## src/rtl/value_store_writer_if.sv

```systemverilog
`default_nettype none
// ============================================================================
// Module   : value_store_writer_if
// Brief    : Value-beat input, memory-write and completion handshake bundle.
// Revision : 1.0 - initial release
// ============================================================================
interface value_store_writer_if;
   logic [543:0] s_value_data;
   logic         s_value_valid;
   logic         s_value_ready;
   logic [15:0]  m_wr_addr;
   logic [511:0] m_wr_data;
   logic [63:0]  m_wr_strb;
   logic         m_wr_valid;
   logic         m_wr_ready;
   logic [15:0]  m_done_pointer;
   logic [15:0]  m_done_len;
   logic         m_done_valid;
   logic         m_done_ready;

   // Environment side: produces value beats and accepts writes/completions.
   modport master (
      output s_value_data, s_value_valid, m_wr_ready, m_done_ready,
      input  s_value_ready, m_wr_addr, m_wr_data, m_wr_strb, m_wr_valid,
             m_done_pointer, m_done_len, m_done_valid
   );

   // Writer side.
   modport slave (
      input  s_value_data, s_value_valid, m_wr_ready, m_done_ready,
      output s_value_ready, m_wr_addr, m_wr_data, m_wr_strb, m_wr_valid,
             m_done_pointer, m_done_len, m_done_valid
   );
endinterface
`default_nettype wire

```

## src/rtl/value_store_writer.sv

```systemverilog
`default_nettype none
// ============================================================================
// Module   : value_store_writer
// Brief    : Splits a variable-length value into 64-byte memory writes and
//            emits one completion record once its last write has transferred.
// Revision : 1.0 - initial release
// ============================================================================
module value_store_writer (
   input  wire logic            clk,
   input  wire logic            rst_n,
   value_store_writer_if.slave  bus,
   output logic [15:0]          err_count
);
   typedef enum logic [1:0] {
      ST_IDLE  = 2'd0,
      ST_WRITE = 2'd1,
      ST_DRAIN = 2'd2,
      ST_DONE  = 2'd3
   } state_t;

   localparam logic [15:0] C_ERR_MAX  = 16'hFFFF;
   localparam logic [63:0] C_STRB_ALL = {64{1'b1}};

   state_t       r_state;
   logic [15:0]  r_base;
   logic [15:0]  r_len;
   logic [10:0]  r_beats;
   logic [10:0]  r_index;
   logic [15:0]  r_err_count;
   logic         r_wr_valid;
   logic [15:0]  r_wr_addr;
   logic [511:0] r_wr_data;
   logic [63:0]  r_wr_strb;
   logic         r_done_valid;
   logic [15:0]  r_done_pointer;
   logic [15:0]  r_done_len;

   logic [15:0]  w_in_ptr;
   logic [15:0]  w_in_len;
   logic [511:0] w_in_data;
   logic         w_s_ready;
   logic         w_s_fire;
   logic         w_wr_fire;
   logic         w_is_hdr;
   logic         w_data_beat;
   logic         w_err;
   logic [10:0]  w_hdr_beats;
   logic [15:0]  w_cur_len;
   logic [15:0]  w_cur_base;
   logic [10:0]  w_cur_beats;
   logic [10:0]  w_cur_index;
   logic         w_last;
   logic [63:0]  w_strb;

   assign w_in_ptr  = bus.s_value_data[543:528];
   assign w_in_len  = bus.s_value_data[527:512];
   assign w_in_data = bus.s_value_data[511:0];

   // A beat is only taken when the output register is free or draining now.
   assign w_s_ready = rst_n && (r_state == ST_IDLE || r_state == ST_WRITE) &&
                      (!r_wr_valid || bus.m_wr_ready);
   assign w_s_fire  = bus.s_value_valid && w_s_ready;
   assign w_wr_fire = r_wr_valid && bus.m_wr_ready;

   assign w_is_hdr    = (r_state == ST_IDLE) && (w_in_len != 16'd0);
   assign w_data_beat = w_s_fire && (w_is_hdr || r_state == ST_WRITE);
   assign w_err       = w_s_fire &&
                        (((r_state == ST_IDLE) && (w_in_len == 16'd0)) ||
                         ((r_state == ST_WRITE) && ((w_in_len != 16'd0) || (w_in_ptr != r_base))));

   // ceil(len/64): whole 64-byte blocks plus one if a partial tail exists
   assign w_hdr_beats = {1'b0, w_in_len[15:6]} + {10'd0, |w_in_len[5:0]};

   // The header beat is itself the first data beat, so it uses live fields.
   assign w_cur_len   = w_is_hdr ? w_in_len    : r_len;
   assign w_cur_base  = w_is_hdr ? w_in_ptr    : r_base;
   assign w_cur_beats = w_is_hdr ? w_hdr_beats : r_beats;
   assign w_cur_index = w_is_hdr ? 11'd0       : r_index;
   assign w_last      = (w_cur_index == (w_cur_beats - 11'd1));
   assign w_strb      = (w_last && (w_cur_len[5:0] != 6'd0)) ?
                        ((64'd1 << w_cur_len[5:0]) - 64'd1) : C_STRB_ALL;

   always_ff @(posedge clk or negedge rst_n) begin
      if (!rst_n) begin
         r_state        <= ST_IDLE;
         r_base         <= 16'd0;
         r_len          <= 16'd0;
         r_beats        <= 11'd0;
         r_index        <= 11'd0;
         r_err_count    <= 16'd0;
         r_wr_valid     <= 1'b0;
         r_wr_addr      <= 16'd0;
         r_wr_data      <= 512'd0;
         r_wr_strb      <= 64'd0;
         r_done_valid   <= 1'b0;
         r_done_pointer <= 16'd0;
         r_done_len     <= 16'd0;
      end else begin
         if (w_wr_fire) begin
            r_wr_valid <= 1'b0;
         end
         if (w_data_beat) begin
            r_wr_valid <= 1'b1;
            r_wr_addr  <= w_cur_base + {5'd0, w_cur_index};
            r_wr_data  <= w_in_data;
            r_wr_strb  <= w_strb;
            r_index    <= w_cur_index + 11'd1;
         end
         if (w_err && (r_err_count != C_ERR_MAX)) begin
            r_err_count <= r_err_count + 16'd1;
         end
         case (r_state)
            ST_IDLE: begin
               if (w_s_fire && w_is_hdr) begin
                  r_base  <= w_in_ptr;
                  r_len   <= w_in_len;
                  r_beats <= w_hdr_beats;
                  r_state <= w_last ? ST_DRAIN : ST_WRITE;
               end
            end
            ST_WRITE: begin
               if (w_s_fire && w_last) begin
                  r_state <= ST_DRAIN;
               end
            end
            ST_DRAIN: begin
               // Only the final beat can be pending here.
               if (w_wr_fire) begin
                  r_done_valid   <= 1'b1;
                  r_done_pointer <= r_base;
                  r_done_len     <= r_len;
                  r_state        <= ST_DONE;
               end
            end
            ST_DONE: begin
               if (bus.m_done_ready) begin
                  r_done_valid <= 1'b0;
                  r_state      <= ST_IDLE;
               end
            end
            default: r_state <= ST_IDLE;
         endcase
      end
   end

   assign bus.s_value_ready  = w_s_ready;
   assign bus.m_wr_valid     = r_wr_valid;
   assign bus.m_wr_addr      = r_wr_addr;
   assign bus.m_wr_data      = r_wr_data;
   assign bus.m_wr_strb      = r_wr_strb;
   assign bus.m_done_valid   = r_done_valid;
   assign bus.m_done_pointer = r_done_pointer;
   assign bus.m_done_len     = r_done_len;
   assign err_count          = r_err_count;
endmodule
`default_nettype wire
```

## src/flat_wrapper.sv

```systemverilog
// flat-port wrapper written by rule: the top's interface ports become plain ports
module value_store_writer_flat 
  (clk, rst_n, err_count, bus_s_value_data, bus_s_value_valid, bus_m_wr_ready, bus_m_done_ready, bus_s_value_ready, bus_m_wr_addr, bus_m_wr_data, bus_m_wr_strb, bus_m_wr_valid, bus_m_done_pointer, bus_m_done_len, bus_m_done_valid);
  value_store_writer_if bus_i ();
  input  wire logic clk;
  input  wire logic rst_n;
  output logic [15:0] err_count;
  input wire logic [$bits(bus_i.s_value_data)-1:0] bus_s_value_data;
  input wire logic [$bits(bus_i.s_value_valid)-1:0] bus_s_value_valid;
  input wire logic [$bits(bus_i.m_wr_ready)-1:0] bus_m_wr_ready;
  input wire logic [$bits(bus_i.m_done_ready)-1:0] bus_m_done_ready;
  output wire logic [$bits(bus_i.s_value_ready)-1:0] bus_s_value_ready;
  output wire logic [$bits(bus_i.m_wr_addr)-1:0] bus_m_wr_addr;
  output wire logic [$bits(bus_i.m_wr_data)-1:0] bus_m_wr_data;
  output wire logic [$bits(bus_i.m_wr_strb)-1:0] bus_m_wr_strb;
  output wire logic [$bits(bus_i.m_wr_valid)-1:0] bus_m_wr_valid;
  output wire logic [$bits(bus_i.m_done_pointer)-1:0] bus_m_done_pointer;
  output wire logic [$bits(bus_i.m_done_len)-1:0] bus_m_done_len;
  output wire logic [$bits(bus_i.m_done_valid)-1:0] bus_m_done_valid;
  assign bus_i.s_value_data = bus_s_value_data;
  assign bus_i.s_value_valid = bus_s_value_valid;
  assign bus_i.m_wr_ready = bus_m_wr_ready;
  assign bus_i.m_done_ready = bus_m_done_ready;
  assign bus_s_value_ready = bus_i.s_value_ready;
  assign bus_m_wr_addr = bus_i.m_wr_addr;
  assign bus_m_wr_data = bus_i.m_wr_data;
  assign bus_m_wr_strb = bus_i.m_wr_strb;
  assign bus_m_wr_valid = bus_i.m_wr_valid;
  assign bus_m_done_pointer = bus_i.m_done_pointer;
  assign bus_m_done_len = bus_i.m_done_len;
  assign bus_m_done_valid = bus_i.m_done_valid;
  value_store_writer u_core (.clk(clk), .rst_n(rst_n), .bus(bus_i), .err_count(err_count));
endmodule
```

## config.mk

```make
export PLATFORM = sky130hd
export DESIGN_NAME = value_store_writer_flat
export DESIGN_NICKNAME = d
export VERILOG_FILES = /design/src/rtl/value_store_writer_if.sv /design/src/rtl/value_store_writer.sv /design/src/flat_wrapper.sv
export SDC_FILE = /design/constraint.sdc
export NUM_CORES = 1
export LEC_CHECK = 0
export CORE_AREA = 2 2 471 473
export CTS_CLUSTER_SIZE = 30
export DETAILED_ROUTE_END_ITERATION = 10
export DIE_AREA = 0 0 473 475
export HOLD_SLACK_MARGIN = 0.15
export PLACE_DENSITY = 0.42
export SLEW_MARGIN = 30
export SYNTH_ARGS = -nofsm -noshare
export SYNTH_HDL_FRONTEND = slang
export SYNTH_SLANG_ARGS = --single-unit
```

## constraint.sdc

```tcl
create_clock -name clk -period 7.8 [get_ports clk]
set_clock_uncertainty 0.05 [all_clocks]
set_input_delay 1.56 -clock clk [delete_from_list [all_inputs] [get_ports clk]]
set_output_delay 1.56 -clock clk [all_outputs]
set_load 0.03 [all_outputs]
```

After elaboration in Yosys (flattened, before gate mapping). Index checks and enable logic that the tools add are counted.

Bits in registers: 698. Output and inout port bits: 643. Logic and storage cells: 76.

Add/subtract/negate cells: 6. Equal/unequal tests: 10. Shift operators: 1. Muxes and demuxes: 16. Reduce and logical (&&, ||, !) cells: 30.

Operator list (count): two-way mux 64 bit (1); << shifter 1 x 6 -> 64 bit, first input constant (1); subtractor 64 x 1 -> 64 bit, second input constant (1); two-way mux 11 bit (2); adder 16 x 1 -> 16 bit, second input constant (1); adder 16 x 11 -> 16 bit (1); zero test 16 bit (1); two-way mux 16 bit (1); != test 16 bit (1); != test 16 bit, second input constant (1); nonzero test 16 bit (1); logical AND 1 bit (13); adder 10 x 1 -> 11 bit (1); adder 11 x 1 -> 11 bit, second input constant (1); == test 11 bit (1); subtractor 11 x 1 -> 11 bit, second input constant (1); two-way mux 2 bit (5); case mux 2 bit (4 select lines) (1); two-way mux 6 bit (1); != test 2 bit, second input constant (3); nonzero test 6 bit (1); OR reduction 6 bit (1); logical OR 1 bit (5); == test 2 bit, second input constant (2); 10 further kinds (15).

Logic depth before layout (Yosys ltp). Gate-level depths: netlist of run 1.

Word-level depth: 8. Mapped depth: 23. Depth with buffers taken out: 16.

Worst setup path before layout of run 1. OpenSTA, ideal clock, no wires.

Path type: in2reg. From: input port bus_s_value_data[515]. To: register u_core.r_wr_strb[33] (netlist: u_core.bus.m_wr_strb[33]). Arrival: 5.873 ns. Required time: 7.617 ns. Path slack: 1.744 ns. Stages on the path: 22. Path buffers: 8. Cells stage by stage: buf_2 nor4_4 and4_1 a21boi_1 buf_2 buf_2 buf_2 buf_2 buf_1 mux2i_1 ha_1 clkbuf_1 nor2b_1 nand2_1 xor2_1 mux2i_1 nor3_1 a31oi_1 nor3_2 nor4b_4 buf_6 a21oi_1.

Longest elaborated chain between the ends: 7. Elaborated cells between the ends (all ways): 16.

RTL lines: start: declaration (line flat_wrapper.sv:8) `input wire logic [$bits(bus_i.s_value_data)-1:0] bus_s_value_data;`; OR reduction 6 bit / nonzero test 16 bit (equally long branches) (line value_store_writer.sv:72, value_store_writer.sv:65); adder 10 x 1 -> 11 bit / logical AND 1 bit (equally long branches) (line value_store_writer.sv:72, value_store_writer.sv:65); two-way mux 11 bit (line value_store_writer.sv:77) `assign w_cur_beats = w_is_hdr ? w_hdr_beats : r_beats;`; subtractor 11 x 1 -> 11 bit (line value_store_writer.sv:79) `assign w_last = (w_cur_index == (w_cur_beats - 11'd1));`; == test 11 bit (line value_store_writer.sv:79); logical AND 1 bit (line value_store_writer.sv:80) `assign w_strb = (w_last && (w_cur_len[5:0] != 6'd0)) ?`; two-way mux 64 bit (line value_store_writer.sv:80); end signal: assignment (line value_store_writer.sv:106) `r_wr_strb <= w_strb;`; end: declaration (line value_store_writer.sv:33) `logic [63:0] r_wr_strb;`.

Several ways; a longest one is shown, not always the timed one. A chain may end at the register's enable or synchronous reset.

Final worst setup path of run 1.
From: input port bus_s_value_data[513]. To: register u_core.r_wr_strb[62] (netlist: u_core.bus.m_wr_strb[62]).

Same word-level chain as after synthesis.

==> results of run 1 <==
==> power by group through the flow <==
| stage | Combinational [mW] | Sequential [mW] | Clock (mW) |
|---|---|---|---|
| floorplan | 3.32 | 8.87 | 0 |
| global placement | 11.5 | 6.35 | 0 |
| detailed placement | 11.5 | 6.39 | 0 |
| CTS | 11.6 | 6.35 | 4.79 |
| global route | 12.1 | 6.54 | 4.91 |
| finish | 11.4 | 6.34 | 4.58 |
==> placed cells by master, fill, tap and decap left out, types with 7 or more instances in the layout <==
master and count:
a21oi_1 42, a21oi_2 48, a31oi_1 24, and2_1 16
and3_1 9, buf_12 11, buf_4 33, bufinv_16 7
clkbuf_1 13, clkbuf_16 95, clkbuf_8 21, clkdlybuf4s50_1 1190
clkinv_2 22, dfrtp_1 698, diode_2 21, ha_1 22
inv_1 15, mux2_2 76, mux2i_1 25, nand2_1 1692
nand2b_1 11, nand3_1 45, nand4_1 12, nor2_1 148
nor2b_1 15, nor3_1 20, nor4_1 13, o21ai_0 77
xnor2_1 45, xor2_1 47
==> layout make-up <==
type | count | area share
multi-input combinational | 2491 | 0.246
clock inverter | 44 | 0.0113
timing repair buffer | 1236 | 0.254
antenna | 21 | 0.00108
tap | 2871 | 0.0735
clock buffer | 129 | 0.0556
inverter | 16 | 0.00123
sequential | 698 | 0.357
==> worst max path at each step <==
stage	start	endpoint
final	bus_s_value_data[513]	u_core.bus.m_wr_strb[62]$_DFFE_PN0P_
after global routing	bus_s_value_data[520]	u_core.bus.m_wr_strb[62]$_DFFE_PN0P_
after CTS	bus_s_value_data[513]	u_core.bus.m_wr_strb[62]$_DFFE_PN0P_
after detailed placement	bus_s_value_data[513]	u_core.bus.m_wr_strb[62]$_DFFE_PN0P_
after global placement	bus_s_value_data[513]	u_core.bus.m_wr_strb[62]$_DFFE_PN0P_
after floorplan	bus_s_value_data[515]	u_core.bus.m_wr_strb[33]$_DFFE_PN0P_
==> state kept, by name, summed over array words and instances (netlist names), 11 cells and up <==
register and count:
u_core.bus.m_done_len 16, u_core.r_index 11, u_core.r_beats 11, u_core.r_len 16, u_core.bus.m_wr_strb 64, u_core.bus.m_wr_addr 16
u_core.bus.m_done_pointer 16, u_core.r_base 16, u_core.err_count 16, u_core.bus.m_wr_data 512
==> per-layer routing <==
metal,up-vias,share of wire,GRT usage
met4,102,0.031,0.0462
met1,13700,0.42,0.197
met3,389,0.10,0.0682
li1,13100,-,-
met2,1232,0.44,0.250
met5,-,0.0035,0
==> cells in the mapped netlist, types with 11 or more instances <==
cell | count | area [sq um]
a21oi_1 | 42 | 210
a21oi_2 | 48 | 420
a31oi_1 | 24 | 150
and2_1 | 16 | 100
buf_1 | 12 | 45.0
buf_2 | 11 | 55.1
clkbuf_1 | 149 | 559
dfrtp_1 | 698 | 17500
ha_1 | 22 | 275
inv_1 | 15 | 56.3
mux2_2 | 76 | 856
mux2i_1 | 26 | 260
nand2_1 | 1693 | 6350
nand2b_1 | 11 | 68.8
nand3_1 | 46 | 230
nand4_1 | 12 | 75.1
nor2_1 | 149 | 559
nor2b_1 | 15 | 93.8
nor3_1 | 20 | 100
nor4_1 | 13 | 81.3
o21ai_0 | 77 | 385
xnor2_1 | 45 | 394
xor2_1 | 47 | 412
==> cell families (layout without fill, tap and decap cells) <==
| group | after synthesis | after routing | synth area share |
|---|---|---|---|
| other | 0 | 21 | 0 |
| and+or+nand+nor | 2020 | 2020 | 0.266 |
| AOI/OAI and AO/OA | 254 | 254 | 0.0561 |
| DFF | 698 | 698 | 0.577 |
| xor gates and xnor gates | 92 | 92 | 0.0266 |
| muxes | 102 | 102 | 0.0368 |
| buffers and inverters | 200 | 1425 | 0.0280 |
| adders and majority gates | 23 | 23 | 0.00975 |
==> per-stage QoR <==
step           cell area, sq um  utilization  hold WS (ns)  power [mW]
2_1_floorplan             30300            -         0.396        12.2
3_5_place_dp              45500        0.208         0.403        17.9
4_1_cts                   48800        0.223         0.417        22.7
3_3_place_gp              45500        0.208         0.401        17.9
6_report                  48900        0.223         0.418        22.3
5_1_grt                   48800        0.223         0.440        23.6
==> critical path, delay by kind of cell <==
kind | cells | cell delay, ns
AOI/OAI and AO/OA | 3 | 0.80
xor gates and xnor gates | 1 | 0.23
adders and majority gates | 1 | 0.27
buffers and inverters | 2 | 1.20
muxes | 2 | 0.74
and+or+nand+nor | 6 | 1.59
==> flow_summary.json, run 1 <==
{
  "syn_area_sq_um": 30300,
  "die-height_um": 475,
  "pre_cts_slack_ns": 1.17,
  "wl_mm": 186,
  "final_cell_count_no_fill": 7506,
  "io_pins": 1192,
  "critPathLaunchType": "primary input",
  "clk_root_buffer_cell": "clkbuf_16",
  "hold_depth": 1,
  "pwr-share-clk": 0.206,
  "status": "finished, final reports clean",
  "setup.worst_path.end_class": "flip-flop",
  "cpMaxStageDelayCell": "clkdlybuf4s50_1",
  "dp.cells": 7311,
  "drtIter0Drc": 1865,
  "dp_hpwl_mm": 149,
  "port_buffers": 1191,
  "core_sq_um": 219000,
  "register_area_sq_um": 17500,
  "rsz0062_at_grt": "false",
  "slowest_delay_ns": 0.70,
  "synth_edf_count": 0,
  "ys.flop_type": "dfrtp_1",
  "path_max_fanout": 35,
  "ir_worst_vdd_v": 0.000196,
  "switching_share": 0.463,
  "worst_slack_ns": 1.92,
  "initial_core_util": 0.138,
  "slew_violations": 0,
  "hp-start": "u_core.bus.m_wr_strb[0]$_DFFE_PN0P_",
  "ctsHtreeMaxLevel": 3,
  "critical_path.cell_chain": "clkdlybuf4s50_1 > nor2_1 > nand4_1 > o21ai_4 > buf_4 > mux2_2 > nand2_1 > ha_1 > nand2_1 > mux2i_1 > nand2_1 > nor4_4 > o21ai_0 > xnor2_1 > a21oi_2",
  "fillers": 24000,
  "yosysSeqAreaShare": 0.577,
  "r2r_setup_slack_ns": 3.08,
  "finalHoldViolCount": 0,
  "p_leak_nw": 22.0,
  "grt_usage": 0.159,
  "power_switching_mw": 10.3,
  "ys_ff_latch": 698,
  "clk_path_buf_depth": 3,
  "gp_congestion": 0.873,
  "tightest_slew_ns": 0.978,
  "wire_per_inst_um": 24.7,
  "finalSetupViolCount": 0,
  "reg2regPathDepth": 15,
  "cts_resized": 0,
  "syn_inst": 3389,
  "yosys_warnings": 0,
  "die_area_sq_um": 225000,
  "yosysUniqueCellTypes": 72,
  "power_density_nw_per_um2": 456,
  "drive_gt1_frac": 0.0778,
  "clk_latency_ns": 0.72,
  "hold_path_end": "u_core.bus.m_wr_strb[0]$_DFFE_PN0P_",
  "fp.dieW_um": 473,
  "multi_input_area_sq_um": 12000,
  "ant_nets": 0,
  "ctsHoldBuffers": 0,
  "grt_overflow": 0,
  "post-route-period-util": 0.754,
  "required_ns": 8.35,
  "placementRows": 172,
  "fin_crit_ns": 5.88,
  "via_count": 28600,
  "area_delta_synth_final_pct": 61.4,
  "fmax_mhz": 170,
  "syn_area_per_cell_sq_um": 8.94,
  "p_comb_frac": 0.510,
  "grt_max_degree": 160,
  "hold_path.class": "flip-flop to flip-flop",
  "postCtsSetupRepairBufs": 0,
  "nNetsFinal": 5110,
  "cp.arrival_ns": 6.43,
  "r2r_start": "u_core.r_state[1]$_DFFE_PN0P_",
  "syn_nets": 3961,
  "drv_cap": 0,
  "cts.reportedPaths.clkPinSlew_ns": 0.06,
  "cts.sinks": 698,
  "rr_endpoint": "u_core.bus.m_wr_strb[22]$_DFFE_PN0P_",
  "antenna_found_initial": 144,
  "crit_top_cell": "nand2_1",
  "internal_power_mw": 12.0,
  "cts_buffers": 95,
  "post_drt_via_cell_ratio": 3.80,
  "first_pass_iters": 5,
  "tns_ns": 0,
  "async_flop_share": 1.00,
  "maxSlewHeadroom": 0.348,
  "path_class": "primary input to flip-flop",
  "grt_pass1_vias": 28700,
  "drc": 0,
  "cts_tree": "yes",
  "p_seq_frac": 0.284,
  "grt_pass1_wl_mm": 249
}
Note: power is estimated with default switching activity, not from simulation.
==> run 2: changes to the inputs <==
--- a/config.mk
+++ b/config.mk
@@ -5,12 +5,12 @@
 export SDC_FILE = /design/constraint.sdc
 export NUM_CORES = 1
 export LEC_CHECK = 0
-export CORE_AREA = 2 2 471 473
+export CORE_AREA = 2 2 458 460
 export CTS_CLUSTER_SIZE = 30
 export DETAILED_ROUTE_END_ITERATION = 10
-export DIE_AREA = 0 0 473 475
+export DIE_AREA = 0 0 460 462
 export HOLD_SLACK_MARGIN = 0.15
-export PLACE_DENSITY = 0.42
+export PLACE_DENSITY = 0.45
 export SLEW_MARGIN = 30
 export SYNTH_ARGS = -nofsm -noshare
 export SYNTH_HDL_FRONTEND = slang
==> constraint.sdc (replaced) <==
create_clock -name clk -period 5.1 [get_ports clk]
set_clock_uncertainty 0.05 [all_clocks]
set_input_delay 1.02 -clock clk [delete_from_list [all_inputs] [get_ports clk]]
set_output_delay 1.02 -clock clk [all_outputs]
set_load 0.03 [all_outputs]
==> run 2 against run 1 <==
Combinational power rose by 58%; setup slack got worse by 1.3 ns; register-to-register slack worse by 2.1 ns; first-iteration DRC count is 17% higher; critical endpoint is now u_core.bus.m_wr_strb[50]$_DFFE_PN0P_; largest power group unchanged; largest cell class unchanged; worst hold slack lost 0.072 ns; critical path type unchanged; non-clock buffer count up 98; sequential power is 52% higher; core utilization grew 1.5 points; highest routed layer unchanged.
==> flow_summary.json, run 2 (synthesized netlist as in run 1, its figures left out) <==
{
  "status": "finished, final reports clean",
  "fillers": 22600,
  "nNetsFinal": 5205,
  "post-route-period-util": 0.875,
  "ir_worst_vdd_v": 0.000315,
  "power_switching_mw": 15.8,
  "die-height_um": 462,
  "crit_buf_inv": 4,
  "drv_cap": 0,
  "grt_usage": 0.168,
  "pwr-share-clk": 0.196,
  "path_depth": 18,
  "cts_tree": "yes",
  "critical_path.cell_chain": "clkdlybuf4s50_1 > nor4_4 > nand2_1 > ha_1 > ha_1 > mux2i_1 > ha_1 > nor2b_1 > buf_4 > o31a_1 > o22a_1 > a211oi_1 > a31oi_1 > nor3_2 > nor4b_4 > buf_12 > buf_12 > a31oi_1",
  "cts_buffers": 92,
  "switching_share": 0.459,
  "tightest_slew_ns": 0.976,
  "multi_input_area_sq_um": 12000,
  "cp-startpoint": "bus_s_value_data[512]",
  "r2r_setup_slack_ns": 0.96,
  "wl_mm": 186,
  "pre_cts_slack_ns": -0.144,
  "via_count": 28800,
  "cts.reportedPaths.clkPinSlew_ns": 0.06,
  "worst_slack_ns": 0.640,
  "dp_hpwl_mm": 153,
  "p_leak_nw": 22.4,
  "ant_nets": 0,
  "r2r_start": "u_core.r_state[1]$_DFFE_PN0P_",
  "dp.cells": 7257,
  "path_max_fanout": 17,
  "rr_endpoint": "u_core.bus.m_wr_strb[50]$_DFFE_PN0P_",
  "io_pins": 1192,
  "fin_crit_ns": 4.46,
  "finalSetupViolCount": 0,
  "cp.arrival_ns": 5.01,
  "initial_core_util": 0.146,
  "final_cell_count_no_fill": 7470,
  "setup.worst_path.end_class": "flip-flop",
  "p_seq_frac": 0.280,
  "drc": 0,
  "clk_path_buf_depth": 3,
  "grt_pass1_vias": 28500,
  "fmax_mhz": 224,
  "power_density_nw_per_um2": 692,
  "hold_path.class": "primary input to asynchronous set/reset pin",
  "core_sq_um": 208000,
  "crit_top_cell": "ha_1",
  "slowest_delay_ns": 0.46,
  "tns_ns": 0,
  "layout_common_cells": "nand2_1, clkdlybuf4s50_1, dfrtp_1, nor2_1, buf_4",
  "cts.sinks": 698,
  "post_drt_via_cell_ratio": 3.85,
  "slew_violations": 0,
  "whs_ns": 0.346,
  "grt_pass1_wl_mm": 248,
  "register_area_sq_um": 17500,
  "drive_gt1_frac": 0.0950,
  "reg2regPathDepth": 16,
  "largest_reg_flops": 512,
  "placementRows": 168,
  "critPathLaunchType": "primary input",
  "postCtsSetupRepairBufs": 0,
  "cp_top_family": "simple AND/OR/NAND/NOR gates",
  "port_buffers": 1191,
  "crit_path_end": "u_core.bus.m_wr_strb[50]$_DFFE_PN0P_",
  "internal_power_mw": 18.6,
  "gp_congestion": 0.896,
  "clk_latency_ns": 0.72,
  "maxSlewHeadroom": 0.345,
  "grt_max_degree": 164,
  "final_common_cell": "nand2_1",
  "cpMaxStageDelayCell": "clkdlybuf4s50_1",
  "clk_root_buffer_cell": "clkbuf_16",
  "drtIter0Drc": 2181,
  "ctsHoldBuffers": 0,
  "required_ns": 5.65,
  "die_area_sq_um": 213000,
  "ctsHtreeMaxLevel": 3,
  "finalHoldViolCount": 0,
  "antenna_found_initial": 147,
  "path_class": "primary input to flip-flop",
  "first_pass_iters": 5,
  "grt_overflow": 0,
  "cts_resized": 0,
  "wire_per_inst_um": 24.9,
  "p_comb_frac": 0.524,
  "area_delta_synth_final_pct": 63.8,
  "fp.dieW_um": 460,
  "rsz0062_at_grt": "false"
}
[run 2: cell count changes in the layout (fill, tap and decap cells not counted), moves of 3 or more]
cell	previous run	this run
diode_2	21	45
buf_4	33	110
clkinv_2	22	15
clkinv_4	5	2
buf_12	11	32
clkbuf_1	13	18
clkinv_16	4	1
[run 2: power groups by stage]
stage               combinational (mW)  clock (mW)  sequential (mW)
floorplan                         5.10           0             13.6
global placement                  18.2           0             9.65
detailed placement                18.2           0             9.71
CTS                               18.3        7.03             9.64
global route                      19.2        7.23             9.93
finish                            18.0        6.74             9.63
[run 2: area by class of cell]
cell class                 count  area share
inverter                      16     0.00121
clock buffer                 132      0.0541
timing repair buffer        1334       0.271
tap                         2720      0.0686
multi-input combinational   2491       0.242
sequential                   698       0.352
antenna                       45     0.00227
clock inverter                34     0.00847
[run 2: per-layer routing]
| layer | vias to the layer above | part of all wire | GRT usage |
|---|---|---|---|
| li1 | 13400 | - | - |
| met1 | 13700 | 0.40 | 0.203 |
| met2 | 1264 | 0.45 | 0.255 |
| met3 | 307 | 0.12 | 0.0830 |
| met4 | 104 | 0.029 | 0.0646 |
| met5 | - | 0.0035 | 0 |
[run 2: how the worst min path moves through the flow]
| stage | start | endpoint | slack [ns] | cells after the start |
|---|---|---|---|---|
| floorplan | u_core.r_len[12]$_DFFE_PN0P_ | u_core.r_len[12]$_DFFE_PN0P_ | 0.40 | 2 |
| global placement | u_core.bus.m_wr_strb[0]$_DFFE_PN0P_ | u_core.bus.m_wr_strb[0]$_DFFE_PN0P_ | 0.40 | 1 |
| detailed placement | u_core.bus.m_wr_strb[0]$_DFFE_PN0P_ | u_core.bus.m_wr_strb[0]$_DFFE_PN0P_ | 0.40 | 1 |
| CTS | rst_n | u_core.bus.m_wr_data[390]$_DFFE_PN0P_ | 0.34 | 2 |
| global route | rst_n | u_core.r_beats[8]$_DFFE_PN0P_ | 0.34 | 2 |
| finish | rst_n | u_core.r_beats[8]$_DFFE_PN0P_ | 0.35 | 2 |
[run 2: per-stage QoR]
stage | power (mW) | cell area [sq um] | util
after floorplan | 18.7 | 30300 | -
after global placement | 27.8 | 46300 | 0.223
after detailed placement | 27.9 | 46300 | 0.223
after CTS | 34.9 | 49400 | 0.238
after global routing | 36.3 | 49500 | 0.238
final | 34.4 | 49600 | 0.238
